$ cat src/rtl/adc_spi_responder.sv
// adc_spi_responder
// MCP3202-style SPI responder on the fabric clock. It synchronizes the SPI pads,
// detects SCLK/CS edges, and serves a 12-bit sample taken from fabric inputs.
// The sample is either channel 0, channel 1, or a clamped difference of the two.
// It is used both on boards without an ADC fitted and as a loopback model for benches.

module adc_spi_responder #(
    parameter int SYNC_STAGES = 2
) (
    input  logic        clk,
    input  logic        reset,
    input  logic        adc_clk,
    input  logic        adc_cs,
    input  logic        adc_mosi,
    output logic        adc_miso,
    output logic        adc_miso_oe,
    input  logic [11:0] sample_ch0,
    input  logic [11:0] sample_ch1,
    output logic        xfer_done,
    output logic        xfer_abort,
    output logic [2:0]  xfer_cfg
);

    typedef enum logic [2:0] {
        ARM   = 3'd0,
        IDLE  = 3'd1,
        START = 3'd2,
        CFG   = 3'd3,
        NULLB = 3'd4,
        MSB   = 3'd5,
        LSB   = 3'd6,
        TAIL  = 3'd7
    } state_t;

    // Unsigned a - b computed on 13 bits; a negative result clamps to zero.
    function automatic logic [11:0] sat_sub(input logic [11:0] a, input logic [11:0] b);
        logic [12:0] diff;
        logic [11:0] res;
        diff = {1'b0, a} - {1'b0, b};
        if (diff[12]) begin
            res = 12'd0;
        end else begin
            res = diff[11:0];
        end
        return res;
    endfunction

    // Source selection from the {SGL, ODD} configuration bits.
    function automatic logic [11:0] select_source(input logic sgl, input logic odd,
                                                  input logic [11:0] ch0, input logic [11:0] ch1);
        logic [11:0] res;
        case ({sgl, odd})
            2'b10:   res = ch0;
            2'b11:   res = ch1;
            2'b00:   res = sat_sub(ch0, ch1);
            2'b01:   res = sat_sub(ch1, ch0);
            default: res = 12'd0;
        endcase
        return res;
    endfunction

    // Synchronizers and the edge-detect delay stage
    logic [SYNC_STAGES-1:0] cs_sync_r;
    logic [SYNC_STAGES-1:0] sclk_sync_r;
    logic [SYNC_STAGES-1:0] mosi_sync_r;
    logic                   cs_d_r;
    logic                   sclk_d_r;

    logic cs_s;
    logic sclk_s;
    logic mosi_s;
    logic cs_fall_s;
    logic cs_rise_s;
    logic sclk_rise_s;
    logic sclk_fall_s;

    // Registered events, aligned with the MOSI value seen at the SCLK edge
    logic ev_cs_fall_r;
    logic ev_cs_rise_r;
    logic ev_sclk_rise_r;
    logic ev_sclk_fall_r;
    logic ev_mosi_r;

    // FSM state and datapath registers
    state_t      state_r;
    logic [2:0]  arm_cnt_r;
    logic [3:0]  bit_cnt_r;
    logic [1:0]  cfg_cnt_r;
    logic [1:0]  cfg_sh_r;
    logic [2:0]  cur_cfg_r;
    logic [11:0] hold_r;

    // Next-state values
    state_t      state_nxt_s;
    logic [2:0]  arm_cnt_nxt_s;
    logic [3:0]  bit_cnt_nxt_s;
    logic [1:0]  cfg_cnt_nxt_s;
    logic [1:0]  cfg_sh_nxt_s;
    logic [2:0]  cur_cfg_nxt_s;
    logic [11:0] hold_nxt_s;
    logic        miso_nxt_s;
    logic        oe_nxt_s;
    logic        done_nxt_s;
    logic        abort_nxt_s;
    logic [2:0]  xfer_cfg_nxt_s;

    assign cs_s   = cs_sync_r[SYNC_STAGES-1];
    assign sclk_s = sclk_sync_r[SYNC_STAGES-1];
    assign mosi_s = mosi_sync_r[SYNC_STAGES-1];

    // SCLK edges only count while the synchronized chip select is low.
    assign cs_fall_s   = ~cs_s & cs_d_r;
    assign cs_rise_s   = cs_s & ~cs_d_r;
    assign sclk_rise_s = sclk_s & ~sclk_d_r & ~cs_s;
    assign sclk_fall_s = ~sclk_s & sclk_d_r & ~cs_s;

    // Pad synchronizers plus one delay stage; reset to the bus idle levels.
    always_ff @(posedge clk) begin
        if (reset) begin
            cs_sync_r   <= {SYNC_STAGES{1'b1}};
            sclk_sync_r <= {SYNC_STAGES{1'b0}};
            mosi_sync_r <= {SYNC_STAGES{1'b0}};
            cs_d_r      <= 1'b1;
            sclk_d_r    <= 1'b0;
        end else begin
            cs_sync_r   <= {cs_sync_r[SYNC_STAGES-2:0], adc_cs};
            sclk_sync_r <= {sclk_sync_r[SYNC_STAGES-2:0], adc_clk};
            mosi_sync_r <= {mosi_sync_r[SYNC_STAGES-2:0], adc_mosi};
            cs_d_r      <= cs_s;
            sclk_d_r    <= sclk_s;
        end
    end

    // Register the detected edges so the FSM sees clean single-cycle events.
    always_ff @(posedge clk) begin
        if (reset) begin
            ev_cs_fall_r   <= 1'b0;
            ev_cs_rise_r   <= 1'b0;
            ev_sclk_rise_r <= 1'b0;
            ev_sclk_fall_r <= 1'b0;
            ev_mosi_r      <= 1'b0;
        end else begin
            ev_cs_fall_r   <= cs_fall_s;
            ev_cs_rise_r   <= cs_rise_s;
            ev_sclk_rise_r <= sclk_rise_s;
            ev_sclk_fall_r <= sclk_fall_s;
            ev_mosi_r      <= mosi_s;
        end
    end

    // FSM next-state and output decisions; cs rise takes priority over any SCLK edge.
    always_comb begin
        state_nxt_s    = state_r;
        arm_cnt_nxt_s  = arm_cnt_r;
        bit_cnt_nxt_s  = bit_cnt_r;
        cfg_cnt_nxt_s  = cfg_cnt_r;
        cfg_sh_nxt_s   = cfg_sh_r;
        cur_cfg_nxt_s  = cur_cfg_r;
        hold_nxt_s     = hold_r;
        miso_nxt_s     = adc_miso;
        oe_nxt_s       = adc_miso_oe;
        done_nxt_s     = 1'b0;
        abort_nxt_s    = 1'b0;
        xfer_cfg_nxt_s = xfer_cfg;

        case (state_r)
            ARM: begin
                // Let the synchronizer pipeline refill with real pad values before
                // trusting cs, so a select already low at reset release is skipped.
                if (arm_cnt_r == 3'd7) begin
                    if (cs_d_r) begin
                        state_nxt_s = IDLE;
                    end else begin
                        state_nxt_s = ARM;
                    end
                end else begin
                    arm_cnt_nxt_s = arm_cnt_r + 3'd1;
                end
            end

            IDLE: begin
                if (ev_cs_fall_r) begin
                    state_nxt_s = START;
                end else begin
                    state_nxt_s = IDLE;
                end
            end

            START: begin
                if (ev_cs_rise_r) begin
                    state_nxt_s = IDLE;
                end else if (ev_sclk_rise_r) begin
                    if (ev_mosi_r) begin
                        state_nxt_s   = CFG;
                        cfg_cnt_nxt_s = 2'd0;
                        cfg_sh_nxt_s  = 2'b00;
                    end else begin
                        state_nxt_s = START;
                    end
                end else begin
                    state_nxt_s = START;
                end
            end

            CFG: begin
                if (ev_cs_rise_r) begin
                    state_nxt_s = IDLE;
                    abort_nxt_s = 1'b1;
                    oe_nxt_s    = 1'b0;
                    miso_nxt_s  = 1'b0;
                end else if (ev_sclk_rise_r) begin
                    if (cfg_cnt_r == 2'd2) begin
                        // MSBF arrives: freeze the configuration and the sample.
                        cur_cfg_nxt_s = {cfg_sh_r, ev_mosi_r};
                        hold_nxt_s    = select_source(cfg_sh_r[1], cfg_sh_r[0],
                                                      sample_ch0, sample_ch1);
                        state_nxt_s   = NULLB;
                    end else begin
                        cfg_sh_nxt_s  = {cfg_sh_r[0], ev_mosi_r};
                        cfg_cnt_nxt_s = cfg_cnt_r + 2'd1;
                    end
                end else begin
                    state_nxt_s = CFG;
                end
            end

            NULLB: begin
                if (ev_cs_rise_r) begin
                    state_nxt_s = IDLE;
                    abort_nxt_s = 1'b1;
                    oe_nxt_s    = 1'b0;
                    miso_nxt_s  = 1'b0;
                end else if (ev_sclk_fall_r) begin
                    oe_nxt_s      = 1'b1;
                    miso_nxt_s    = 1'b0;
                    bit_cnt_nxt_s = 4'd11;
                    state_nxt_s   = MSB;
                end else begin
                    state_nxt_s = NULLB;
                end
            end

            MSB: begin
                if (ev_cs_rise_r) begin
                    state_nxt_s = IDLE;
                    abort_nxt_s = 1'b1;
                    oe_nxt_s    = 1'b0;
                    miso_nxt_s  = 1'b0;
                end else if (ev_sclk_fall_r) begin
                    miso_nxt_s = hold_r[bit_cnt_r];
                    if (bit_cnt_r == 4'd0) begin
                        if (cur_cfg_r[0]) begin
                            state_nxt_s = TAIL;
                        end else begin
                            // B0 is shared; the LSB-first phase starts at B1.
                            state_nxt_s   = LSB;
                            bit_cnt_nxt_s = 4'd1;
                        end
                    end else begin
                        bit_cnt_nxt_s = bit_cnt_r - 4'd1;
                    end
                end else begin
                    state_nxt_s = MSB;
                end
            end

            LSB: begin
                if (ev_cs_rise_r) begin
                    state_nxt_s = IDLE;
                    abort_nxt_s = 1'b1;
                    oe_nxt_s    = 1'b0;
                    miso_nxt_s  = 1'b0;
                end else if (ev_sclk_fall_r) begin
                    miso_nxt_s = hold_r[bit_cnt_r];
                    if (bit_cnt_r == 4'd11) begin
                        state_nxt_s = TAIL;
                    end else begin
                        bit_cnt_nxt_s = bit_cnt_r + 4'd1;
                    end
                end else begin
                    state_nxt_s = LSB;
                end
            end

            TAIL: begin
                if (ev_cs_rise_r) begin
                    state_nxt_s    = IDLE;
                    done_nxt_s     = 1'b1;
                    xfer_cfg_nxt_s = cur_cfg_r;
                    oe_nxt_s       = 1'b0;
                    miso_nxt_s     = 1'b0;
                end else if (ev_sclk_fall_r) begin
                    miso_nxt_s = 1'b0;
                end else begin
                    state_nxt_s = TAIL;
                end
            end

            default: begin
                state_nxt_s = ARM;
                oe_nxt_s    = 1'b0;
                miso_nxt_s  = 1'b0;
            end
        endcase
    end

    // FSM state, datapath and registered outputs.
    always_ff @(posedge clk) begin
        if (reset) begin
            state_r     <= ARM;
            arm_cnt_r   <= 3'd0;
            bit_cnt_r   <= 4'd0;
            cfg_cnt_r   <= 2'd0;
            cfg_sh_r    <= 2'b00;
            cur_cfg_r   <= 3'b000;
            hold_r      <= 12'd0;
            adc_miso    <= 1'b0;
            adc_miso_oe <= 1'b0;
            xfer_done   <= 1'b0;
            xfer_abort  <= 1'b0;
            xfer_cfg    <= 3'b000;
        end else begin
            state_r     <= state_nxt_s;
            arm_cnt_r   <= arm_cnt_nxt_s;
            bit_cnt_r   <= bit_cnt_nxt_s;
            cfg_cnt_r   <= cfg_cnt_nxt_s;
            cfg_sh_r    <= cfg_sh_nxt_s;
            cur_cfg_r   <= cur_cfg_nxt_s;
            hold_r      <= hold_nxt_s;
            adc_miso    <= miso_nxt_s;
            adc_miso_oe <= oe_nxt_s;
            xfer_done   <= done_nxt_s;
            xfer_abort  <= abort_nxt_s;
            xfer_cfg    <= xfer_cfg_nxt_s;
        end
    end

endmodule

$ cat config.mk
export PLATFORM = sky130hd
export DESIGN_NAME = adc_spi_responder
export DESIGN_NICKNAME = d
export VERILOG_FILES = /design/src/rtl/adc_spi_responder.sv
export SDC_FILE = /design/constraint.sdc
export NUM_CORES = 1
export LEC_CHECK = 0
export ABC_AREA = 1
export ABC_CLOCK_PERIOD_IN_PS = 1880
export BUFFER_PORTS_ARGS = -buffer_cell sky130_fd_sc_hd__buf_4
export CAP_MARGIN = 20
export CORE_MARGIN = 8
export CORE_UTILIZATION = 50
export CTS_CLUSTER_SIZE = 12
export DETAILED_ROUTE_END_ITERATION = 16
export PLACE_DENSITY = 0.7
export SYNTH_ARGS = -nofsm -noshare
export SYNTH_HDL_FRONTEND = slang
export SYNTH_SLANG_ARGS = --single-unit
$ cat constraint.sdc
create_clock -name clk -period 1.88 [get_ports clk]
set_clock_uncertainty 0.1 [all_clocks]
set_input_delay 0.376 -clock clk [delete_from_list [all_inputs] [get_ports clk]]
set_output_delay 0.376 -clock clk [all_outputs]
set_load 0.1 [all_outputs]
Word level (Yosys, flattened, before mapping):

Index checks and enable logic that the tools add are counted.
Widths: inputs -> output; s select.

* flip-flop bits (word level): 49
* output and inout port bits: 7

* bitwise gates (word level): 14
* eq/ne operators: 37
* magnitude comparators: 1
* multiplexer cells: 57
* $add $sub $neg: 6
* reductions and logical operators: 21

Operators with widths (number)
* $pmux 12 s4: 1
* $mux 3: 15
* $mux 4: 9
* $ne 2x2->1 const B: 15
* $sub 12x12->13: 2
* $mux 12: 2
* $pmux 3 s8: 1
* $mux 2: 10
* $eq 3x3->1 const B: 5
* $mux 1: 13
* $ne 4x4->1 const B: 3
* $pmux 4 s3: 1
* $ne 3x3->1 const B: 3
* $reduce_and 9->1: 1
* $not 1->1: 8
* $pmux 2 s2: 2
* $reduce_and 4->1: 2
* $reduce_or 2->1: 4
* $reduce_or 4->1: 2
* $reduce_and 7->1: 1
* $and 1x1->1: 6
* $eq 2x2->1 const B: 3
* $eq 3x2->1 const B: 2
* $ne 3x1->1 const B: 2
* other kinds (20): 23

Depth between registers and ports, before layout:

Gate-level depths: netlist of the first run.

* word-level depth: 5
* mapped depth: 16
* depth with buffers taken out: 14

Worst setup path after synthesis of the first run:

OpenSTA, ideal clock, no wires.

* kind: input -> register
* start: input port sample_ch1[0]
* end: register hold_r[8]
* path buffers: 1
* slack: -0.108 ns
* required time: 1.642 ns
* stages on the path: 15
* arrival: 1.750 ns
* cell sequence: inv_1 -> ha_1 -> inv_1 -> fa_1 -> nand2_1 -> nand2_2 -> nand3_2 -> nand3_2 -> nand2_2 -> inv_2 -> buf_12 -> nand2_2 -> nand3_2 -> nand2_1 -> a21oi_2

* longest elaborated chain between the ends: 3
* elaborated cells on any way between the ends: 5
* those cells by class: 2 x add/sub; 3 x mux

Ends and longest elaborated chain
* start, declared: line 18 `input logic [11:0] sample_ch1,`
* $sub 12x12->13: line 39 `diff = {1'b0, a} - {1'b0, b};`
* $mux 12: line 40 `if (diff[12]) begin`
* $pmux 12 s4 (*): line 52 `case ({sgl, odd})`
* end signal, assigned: line 329 `hold_r <= hold_nxt_s;`
* end, declared: line 91 `logic [11:0] hold_r;`

Mark *: on every way between the ends. The rest lies on a longest branch, timed or not.
A chain may end at the register's enable or synchronous reset.

Final worst setup path of the first run:

* start: input port sample_ch1[0]
* end: register hold_r[6]

Same word-level chain as after synthesis.

==> run_results.csv, run 1 <==
group,metric,value,unit
setup_path,critPathMaxFanout,3,
cts,htree_levels,2,
timing,max_freq,552,MHz
yosys,synth_cell_types,45,
floorplanning,start_util,50.5,%
finish,final_cells,828,
cts,cts_tree,"built",
yosys,netlist_instances,628,
setup_path,cpLargestDelayFamily,"adder cells",
flow_run,cap_violations,0,
floorplanning,core_area,8050,um2
route,ant_nets,0,
yosys,synth-seq-cells,49,
cts,clock_sinks,49,
route,avgRoutedWirePerCell,13.3,um
finish,syn2layout_area_growth,28.4,%
pwr,p_leak,0.00262,uW
yosys,synth_edf_count,0,
place,dp_cells,820,
timing,slew_violations,0,
timing,min_period,1.81,ns
setup_path,path_cells,"buf_4 > inv_12 > ha_4 > inv_4 > fa_2 > buf_4 > nand2_1 > nand3_1 > xor2_1 > nand2_4 > nand3_2 > nand2_2 > a21oi_2",
setup_path,worstPathArrival,1.96,ns
finish,final_cell_mix,"149 x nand2_1, 106 x buf_4, 97 x inv_1, 45 x dfxtp_1, 40 x a21oi_1",
place,pre_cts_ws,-0.364,ns
yosys,ys_async_sr_fraction,0,%
global_route,gr-total-overflow,0,
route,routed_wl,11000,um
cts,numCtsBuffers,5,
timing,slew_headroom,65.4,%
setup_path,crit_buf_inv,4,
route,vias_per_cell,5.13,
finish,fillers,753,
finish,n_antenna_cell,0,
min_path,holdCritPathClass,"primary input to register",
yosys,synth_flop_cell,"dfxtp_1",
route,vias,4245,
timing,hold_viol,0,
pwr,ir_worst_vdd,259,uV
place,globalplace.congestion,0.909,
finish,fin_util,64.8,%
cts,clock-root-buffer,"clkbuf_8",
yosys,yosys_warnings,0,
timing,timing.setup.tns,0,ns
yosys,avgSynthCellArea,6.47,um2
timing,min_period_over_period,96.4,%
global_route,antenna_found_initial,0,
global_route,grt_pass1_wl,18200,um
cts,clockBufferDepth,2,
yosys,synth_area,4060,um2
place,numPortBuffers,35,
floorplanning,die_h,106,um
cts,clkTransAtPathRegs,0.09,ns
cts,hold_buffers,0,
yosys,ys_seq_area_share,24.1,%
route,first_iter_violations,190,
run_status,status,"finished, final reports clean",
global_route,grt.total_usage,19.3,%
setup_path,max_stage_delay,0.36,ns
floorplanning,std_cell_rows,33,
route,dr.pass1.iters,5,
timing,setup_slack,0.0686,ns
setup_path,required,2.03,ns
finish,final_common_cell,"nand2_1",
cts,post-cts-setup-buffer-count,0,
place,dp_hpwl,8740,um
finish,drive_above_1_share,30.0,%
setup_path,crit_top_cell,"buf_4",
setup_path,critPathSlowestCell,"fa_2",
yosys,synth_nets,689,
pwr,power.density,532,nW/um2
global_route,grt_start_max_net_pins,30,
timing,hold_slack,0.153,ns
timing,worstMarginPinSlew,0.518,ns
setup_path,critPathLaunchType,"primary input",
floorplanning,die_area,11300,um2
finish,nets,783,
setup_path,end_kind,"register",
floorplanning,ios,36,
setup_path,path_class,"primary input to register",
global_route,grt_pass1_vias,4006,
cts,worstSkewPairLatency,0.31,ns
route,drc_errors,0,
floorplanning,die_w,106,um
timing,setup_viol,0,
-- registers in the layout, summed over array words and instances, names as in the netlist, 2 cells and up --
register,cells
cs_sync_r,2
cfg_sh_r,2
arm_cnt_r,3
sclk_sync_r,2
xfer_cfg,3
cur_cfg_r,3
state_r,3
mosi_sync_r,2
cfg_cnt_r,2
hold_r,12
bit_cnt_r,4
-- final timing paths --
| check | start | to | slack, ns | cells past startpoint |
|---|---|---|---|---|
| worst max-delay path | sample_ch1[0] | hold_r[6]$_SDFFE_PP0P_ | 0.07 | 13 |
| worst min-delay path | adc_cs | cs_sync_r[0]$_SDFF_PP1_ | 0.15 | 2 |
| worst max register to register | bit_cnt_r[0]$_SDFFE_PP0P_ | state_r[1]$_SDFFE_PP0P_ | 0.14 | 11 |
| worst min register to register | mosi_sync_r[1]$_SDFF_PP0_ | ev_mosi_r$_SDFF_PP0_ | 0.31 | 2 |
-- layer usage --
metal / GRT usage (%) / share of wire [%] / vias to the layer above
met4: 4.42 / 1.1 / 0
met5: 0 / 0 / -
met2: 30.5 / 45 / 121
li1: - / - / 2194
met1: 26.6 / 48 / 1917
met3: 3.51 / 5.6 / 13
-- synth_stat cells (3+ instances only) --
| library cell | instances | area share, % |
|---|---|---|
| a211oi_1 | 3 | 0.55 |
| a21oi_1 | 41 | 5.0 |
| a21oi_2 | 8 | 1.7 |
| buf_2 | 5 | 0.62 |
| buf_4 | 5 | 0.92 |
| clkbuf_1 | 6 | 0.55 |
| dfxtp_1 | 49 | 24 |
| ha_1 | 30 | 9.2 |
| inv_1 | 103 | 9.5 |
| inv_2 | 7 | 0.65 |
| nand2_1 | 156 | 14 |
| nand2_2 | 21 | 3.2 |
| nand2_4 | 3 | 0.83 |
| nand3_1 | 32 | 3.9 |
| nand3_2 | 12 | 3.0 |
| nand4_1 | 11 | 1.7 |
| nor2_1 | 41 | 3.8 |
| nor2_2 | 4 | 0.62 |
| nor3_1 | 4 | 0.49 |
| o211ai_1 | 4 | 0.74 |
| o21ai_0 | 39 | 4.8 |
| o21bai_1 | 3 | 0.55 |
| o22ai_1 | 4 | 0.62 |
| xor2_1 | 9 | 1.9 |
-- report_power, final --
part	internal, uW	total, uW	switching (uW)
clock	333	680	347
sequential	1080	1120	32.4
combinational	436	979	543
total	1850	2770	923
-- final cells by class --
cell class              count  area, um2  area share [%]
clock buffers               7       96.3            1.85
repair buffers            106        796            15.3
inverters                 112        450            8.63
well taps                 105        131            2.52
clock inverters             1       5.00          0.0959
multi-input cells         448       2750            52.8
flip-flops and latches     49        986            18.9
-- cell families (layout without fill, tap and decap cells) --
group	Yosys count	in the layout	synth area share (%)
AO/OA/AOI/OAI	115	115	16.6
XOR/XNOR	11	11	2.37
adder cells (fa/ha/maj)	32	32	10.2
buffers and inverters	131	226	13.4
flip-flops	49	49	24.1
AND/OR/NAND/NOR	290	290	33.3
-- stage by stage --
stage	instance area [um2]	power, uW
2_1_floorplan	4150	1730
3_3_place_gp	4960	2040
3_5_place_dp	4960	2060
4_1_cts	5060	2730
5_1_grt	5220	2960
6_report	5220	2770
-- timing repair --
item                       in CTS  in global routing
setup endpoints to repair       8                 19
pin swaps                       0                  3
gates resized for setup         1                 36
(Power assumes the default switching activity.)
==> run 2: changes to the inputs <==
--- a/config.mk
+++ b/config.mk
@@ -9,11 +9,12 @@
 export ABC_CLOCK_PERIOD_IN_PS = 1880
 export BUFFER_PORTS_ARGS = -buffer_cell sky130_fd_sc_hd__buf_4
 export CAP_MARGIN = 20
-export CORE_MARGIN = 8
+export CORE_MARGIN = 2
 export CORE_UTILIZATION = 50
 export CTS_CLUSTER_SIZE = 12
 export DETAILED_ROUTE_END_ITERATION = 16
 export PLACE_DENSITY = 0.7
+export SETUP_SLACK_MARGIN = 0.3
 export SYNTH_ARGS = -nofsm -noshare
 export SYNTH_HDL_FRONTEND = slang
 export SYNTH_SLANG_ARGS = --single-unit
==> run_results.csv, run 2 (synthesis gave the netlist of run 1 again) <==
group,metric,value,unit
floorplanning,die_h,94.2,um
flow_run,cap_violations,0,
global_route,grt_start_max_net_pins,30,
floorplanning,die_w,94.2,um
finish,reg_top3,"hold_r: 12 flops, bit_cnt_r: 4 flops",
timing,min_period_over_period,93.2,%
route,first_iter_violations,291,
setup_path,r2r-start,"bit_cnt_r[0]$_SDFFE_PP0P_",
place,numPortBuffers,35,
finish,multiInputGateArea,3110,um2
cts,numCtsBuffers,5,
finish,largest_reg_flops,12,
timing,rsz0062_at_grt,"yes",
place,dp_hpwl,9410,um
cts,clkTransAtPathRegs,0.09,ns
route,drc_errors,0,
timing,min_period,1.75,ns
floorplanning,core_area,7810,um2
route,vias,4491,
setup_path,r2r_setup_slack,0.21,ns
cts,hold_buffers,0,
global_route,antenna_found_initial,0,
pwr,ir_worst_vdd,525,uV
finish,syn2layout_area_growth,43.9,%
pwr,p_leak,0.00283,uW
global_route,grt_pass1_wl,19600,um
finish,n_antenna_cell,0,
timing,setup_viol,0,
min_path,holdCritPathClass,"primary input to register",
place,globalplace.congestion,0.967,
floorplanning,die_area,8870,um2
global_route,grt.total_usage,28.0,%
timing,worstMarginPinSlew,0.468,ns
timing,slew_headroom,68.8,%
setup_path,critPathLaunchType,"primary input",
place,dp_cells,828,
finish,final_cell_mix,"122 x nand2_1, 120 x buf_4, 82 x inv_1, 46 x nand2_2, 43 x dfxtp_1",
timing,slew_violations,0,
pwr,total_power,3070,uW
run_status,status,"finished, final reports clean",
route,avgRoutedWirePerCell,14.6,um
floorplanning,ios,36,
finish,drive_above_1_share,42.8,%
timing,timing.setup.tns,0,ns
route,routed_wl,12400,um
timing,max_freq,570,MHz
cts,clockBufferDepth,2,
cts,clock_sinks,49,
setup_path,endpoint,"hold_r[11]$_SDFFE_PP0P_",
pwr,power.density,525,nW/um2
global_route,grt_pass1_vias,4207,
finish,fin_util,74.9,%
timing,hold_viol,0,
setup_path,critPathMaxFanout,6,
cts,clock-root-buffer,"clkbuf_8",
setup_path,worstPathArrival,1.84,ns
setup_path,end_kind,"register",
setup_path,reg2reg_depth,11,
floorplanning,start_util,52.1,%
finish,fillers,604,
finish,top_register,"hold_r",
setup_path,required,1.97,ns
route,dr.pass1.iters,5,
cts,worstSkewPairLatency,0.31,ns
cts,htree_levels,2,
finish,seq_area,998,um2
finish,final_common_cell,"nand2_1",
global_route,gr-total-overflow,0,
floorplanning,std_cell_rows,32,
setup_path,worstSetupStartpoint,"sample_ch1[0]",
cts,cts_tree,"built",
setup_path,path_class,"primary input to register",
route,ant_nets,0,
finish,nets,807,
setup_path,r2r-end,"state_r[0]$_SDFFE_PP0P_",
route,vias_per_cell,5.29,
finish,final_cells,849,
==> run 2: critical path, stage by stage <==
cell     delay [ns]
buf_12         0.12
inv_12         0.04
ha_4           0.12
inv_4          0.03
fa_2           0.38
nand2_2        0.10
nand2_4        0.07
nand3_4        0.07
nand3_4        0.08
nand2_4        0.13
inv_8          0.07
nand2_2        0.06
nand3_2        0.07
nand2_2        0.08
a21oi_2        0.05
==> run 2: power by group <==
group / switching [uW] / internal (uW)
Clock: 364 / 399
Sequential: 37.1 / 1080
Combinational: 658 / 532
Total: 1060 / 2010
==> run 2: metal layers <==
| metal | vias up | routed length, um | GRT usage, % |
|---|---|---|---|
| li1 | 2241 | - | - |
| met1 | 2079 | 5740 | 38.8 |
| met2 | 148 | 5690 | 45.4 |
| met3 | 23 | 647 | 3.93 |
| met4 | 0 | 293 | 7.61 |
| met5 | - | 0 | 0 |
==> run 2: cell type report <==
type | instances | share of cell area, %
clock inverters | 3 | 0.749
repair inverters | 2 | 0.257
inverters | 112 | 8.02
well taps | 102 | 2.18
repair buffers | 128 | 17.4
multi-input cells | 448 | 53.1
flip-flops and latches | 49 | 17.1
clock buffers | 5 | 1.18
==> run 2: worst min-delay path by stage <==
| stage | from | end | cells after the start |
|---|---|---|---|
| 2_1_floorplan | mosi_sync_r[1]$_SDFF_PP0_ | ev_mosi_r$_SDFF_PP0_ | 2 |
| 3_3_place_gp | sclk_sync_r[0]$_SDFF_PP0_ | sclk_sync_r[1]$_SDFF_PP0_ | 2 |
| 3_5_place_dp | mosi_sync_r[1]$_SDFF_PP0_ | ev_mosi_r$_SDFF_PP0_ | 2 |
| 4_1_cts | adc_cs | cs_sync_r[0]$_SDFF_PP1_ | 2 |
| 5_1_grt | adc_cs | cs_sync_r[0]$_SDFF_PP1_ | 2 |
| 6_report | adc_cs | cs_sync_r[0]$_SDFF_PP1_ | 2 |
==> run 2: timing repair <==
| item | CTS | global route |
|---|---|---|
| cloned | 2 | 0 |
| endpoints found under the setup margin | 21 | 33 |
| endpoints found under the hold margin | 0 | 0 |
| resized for setup | 68 | 83 |
| pin swaps | 14 | 30 |
| setup buffers | 8 | 3 |
==> run 2: metrics by stage <==
step	instance area (um2)	hold WS [ns]	setup WS, ns
floorplan	4190	0.288	-0.0330
global placement	5080	0.293	-0.313
detailed placement	5080	0.296	-0.314
finish	5850	0.144	0.127
CTS	5590	0.135	0.124
global route	5850	0.141	0.0405
==> run 3: changes to the inputs <==
--- a/config.mk
+++ b/config.mk
@@ -9,7 +9,7 @@
 export ABC_CLOCK_PERIOD_IN_PS = 1880
 export BUFFER_PORTS_ARGS = -buffer_cell sky130_fd_sc_hd__buf_4
 export CAP_MARGIN = 20
-export CORE_MARGIN = 2
+export CORE_MARGIN = 8
 export CORE_UTILIZATION = 50
 export CTS_CLUSTER_SIZE = 12
 export DETAILED_ROUTE_END_ITERATION = 16
==> run_results.csv, run 3 (synthesis gave the netlist of run 1 again) <==
group,metric,value,unit
route,first_iter_violations,221,
setup_path,path_cells,"buf_12 > inv_12 > ha_4 > inv_4 > fa_2 > nand2_2 > nand2_4 > nand3_4 > nand3_4 > nand2_4 > inv_6 > nand2_4 > nand3_2 > nand2_2 > a21oi_2",
finish,reg_top3,"hold_r: 12 flops, bit_cnt_r: 4 flops",
route,dr.pass1.iters,4,
floorplanning,die_w,106,um
setup_path,end_kind,"register",
cts,clock-root-buffer,"clkbuf_8",
setup_path,r2r-start,"bit_cnt_r[1]$_SDFFE_PP0P_",
route,vias_per_cell,5.23,
timing,max_freq,562,MHz
setup_path,critPathSlowestCell,"fa_2",
finish,drive_above_1_share,40.6,%
route,routed_wl,11900,um
cts,clkTransAtPathRegs,0.09,ns
place,placed_area,5060,um2
setup_path,critPathMaxFanout,5,
setup_path,max_stage_delay,0.41,ns
setup_path,crit_buf_inv,4,
timing,slew_headroom,65.3,%
flow_run,cap_violations,0,
place,pre_cts_ws,-0.319,ns
cts,htree_levels,2,
place,dp_hpwl,9060,um
floorplanning,die_area,11300,um2
setup_path,r2r_setup_slack,0.25,ns
setup_path,required,1.96,ns
finish,final_common_cell,"nand2_1",
pwr,p_leak,0.00280,uW
cts,clock_sinks,49,
timing,rsz0062_at_grt,"yes",
finish,n_antenna_cell,0,
timing,min_period,1.78,ns
floorplanning,std_cell_rows,33,
route,avgRoutedWirePerCell,14.1,um
timing,worstMarginPinSlew,0.519,ns
timing,hold_slack,0.152,ns
finish,syn2layout_area_growth,40.9,%
cts,cts_tree,"built",
timing,setup_slack,0.100,ns
floorplanning,core_area,8050,um2
global_route,antenna_found_initial,0,
timing,slew_violations,0,
global_route,grt_pass1_vias,4210,
global_route,grt.total_usage,20.5,%
floorplanning,die_h,106,um
setup_path,critPathLaunchType,"primary input",
pwr,power.density,529,nW/um2
global_route,gr-total-overflow,0,
timing,min_period_over_period,94.7,%
min_path,min_from,"adc_cs",
global_route,grt_pass1_wl,19200,um
min_path,holdCritPathClass,"primary input to register",
cts,numCtsBuffers,5,
place,globalplace.congestion,0.917,
finish,nets,802,
cts,worstSkewPairLatency,0.30,ns
finish,final_cell_mix,"119 x nand2_1, 118 x buf_4, 87 x inv_1, 51 x nand2_2, 42 x dfxtp_1",
place,numPortBuffers,35,
setup_path,path_class,"primary input to register",
route,vias,4428,
setup_path,worstSetupStartpoint,"sample_ch0[0]",
floorplanning,start_util,50.5,%
finish,design_area,5730,um2
pwr,ir_worst_vdd,429,uV
floorplanning,ios,36,
run_status,status,"finished, final reports clean",
global_route,grt_start_max_net_pins,30,
timing,timing.setup.tns,0,ns
timing,hold_viol,0,
setup_path,crit_top_cell,"nand2_4",
cts,hold_buffers,0,
route,drc_errors,0,
route,ant_nets,0,
setup_path,cpLargestDelayFamily,"simple AND/OR/NAND/NOR gates",
finish,top_register,"hold_r",
finish,largest_reg_flops,12,
timing,setup_viol,0,
cts,clockBufferDepth,2,
setup_path,worstPathArrival,1.86,ns
## run 3: changes by cell type in the layout (fill, tap and decap cells not counted), moves of 4 or more
| cell | before | now |
|---|---|---|
| inv_2 | 21 | 16 |
| nand2_2 | 46 | 51 |
| a21oi_1 | 33 | 37 |
| a21oi_2 | 16 | 12 |
| inv_1 | 82 | 87 |
## run 3: area by class of cell
cell class	count	area [um2]
sequential	49	995
timing repair buffer	123	968
fill	689	2320
inverter	112	467
timing repair inverter	2	20.0
clock inverter	2	37.5
clock buffer	6	82.6
multi-input combinational	448	3030
tap	105	131
## run 3: timing repair
| action | CTS | global route |
|---|---|---|
| buffers inserted | 3 | 7 |
| pin swaps | 29 | 26 |
| cloned | 2 | 0 |
| setup endpoints to repair | 25 | 31 |
| gates resized for setup | 64 | 66 |
## run 3: report_power, final
group	total (uW)	switching (uW)	internal [uW]
registers	1120	36.2	1080
logic	1130	624	510
clock network	777	345	432
## run 3: per-layer routing
metal / part of all wire, % / wire (um) / track usage, %
met1: 47 / 5600 / 27.8
met2: 46 / 5540 / 33.2
met3: 4.7 / 562 / 2.84
met4: 1.9 / 227 / 5.53
met5: 0 / 0 / 0
## run 3: final timing paths
check,end,cells past startpoint
worst min-delay path,cs_sync_r[0]$_SDFF_PP1_,2
worst min register to register,ev_mosi_r$_SDFF_PP0_,2
worst max register to register,state_r[1]$_SDFFE_PP0P_,11
worst max-delay path,hold_r[5]$_SDFFE_PP0P_,15
## run 3: per-stage QoR
step / util (%) / total power (uW) / std cells
2_1_floorplan: - / 1730 / 628
3_3_place_gp: 62.8 / 2060 / 827
3_5_place_dp: 62.8 / 2090 / 827
4_1_cts: 68.2 / 2980 / 840
5_1_grt: 71.1 / 3200 / 847
6_report: 71.1 / 3030 / 847
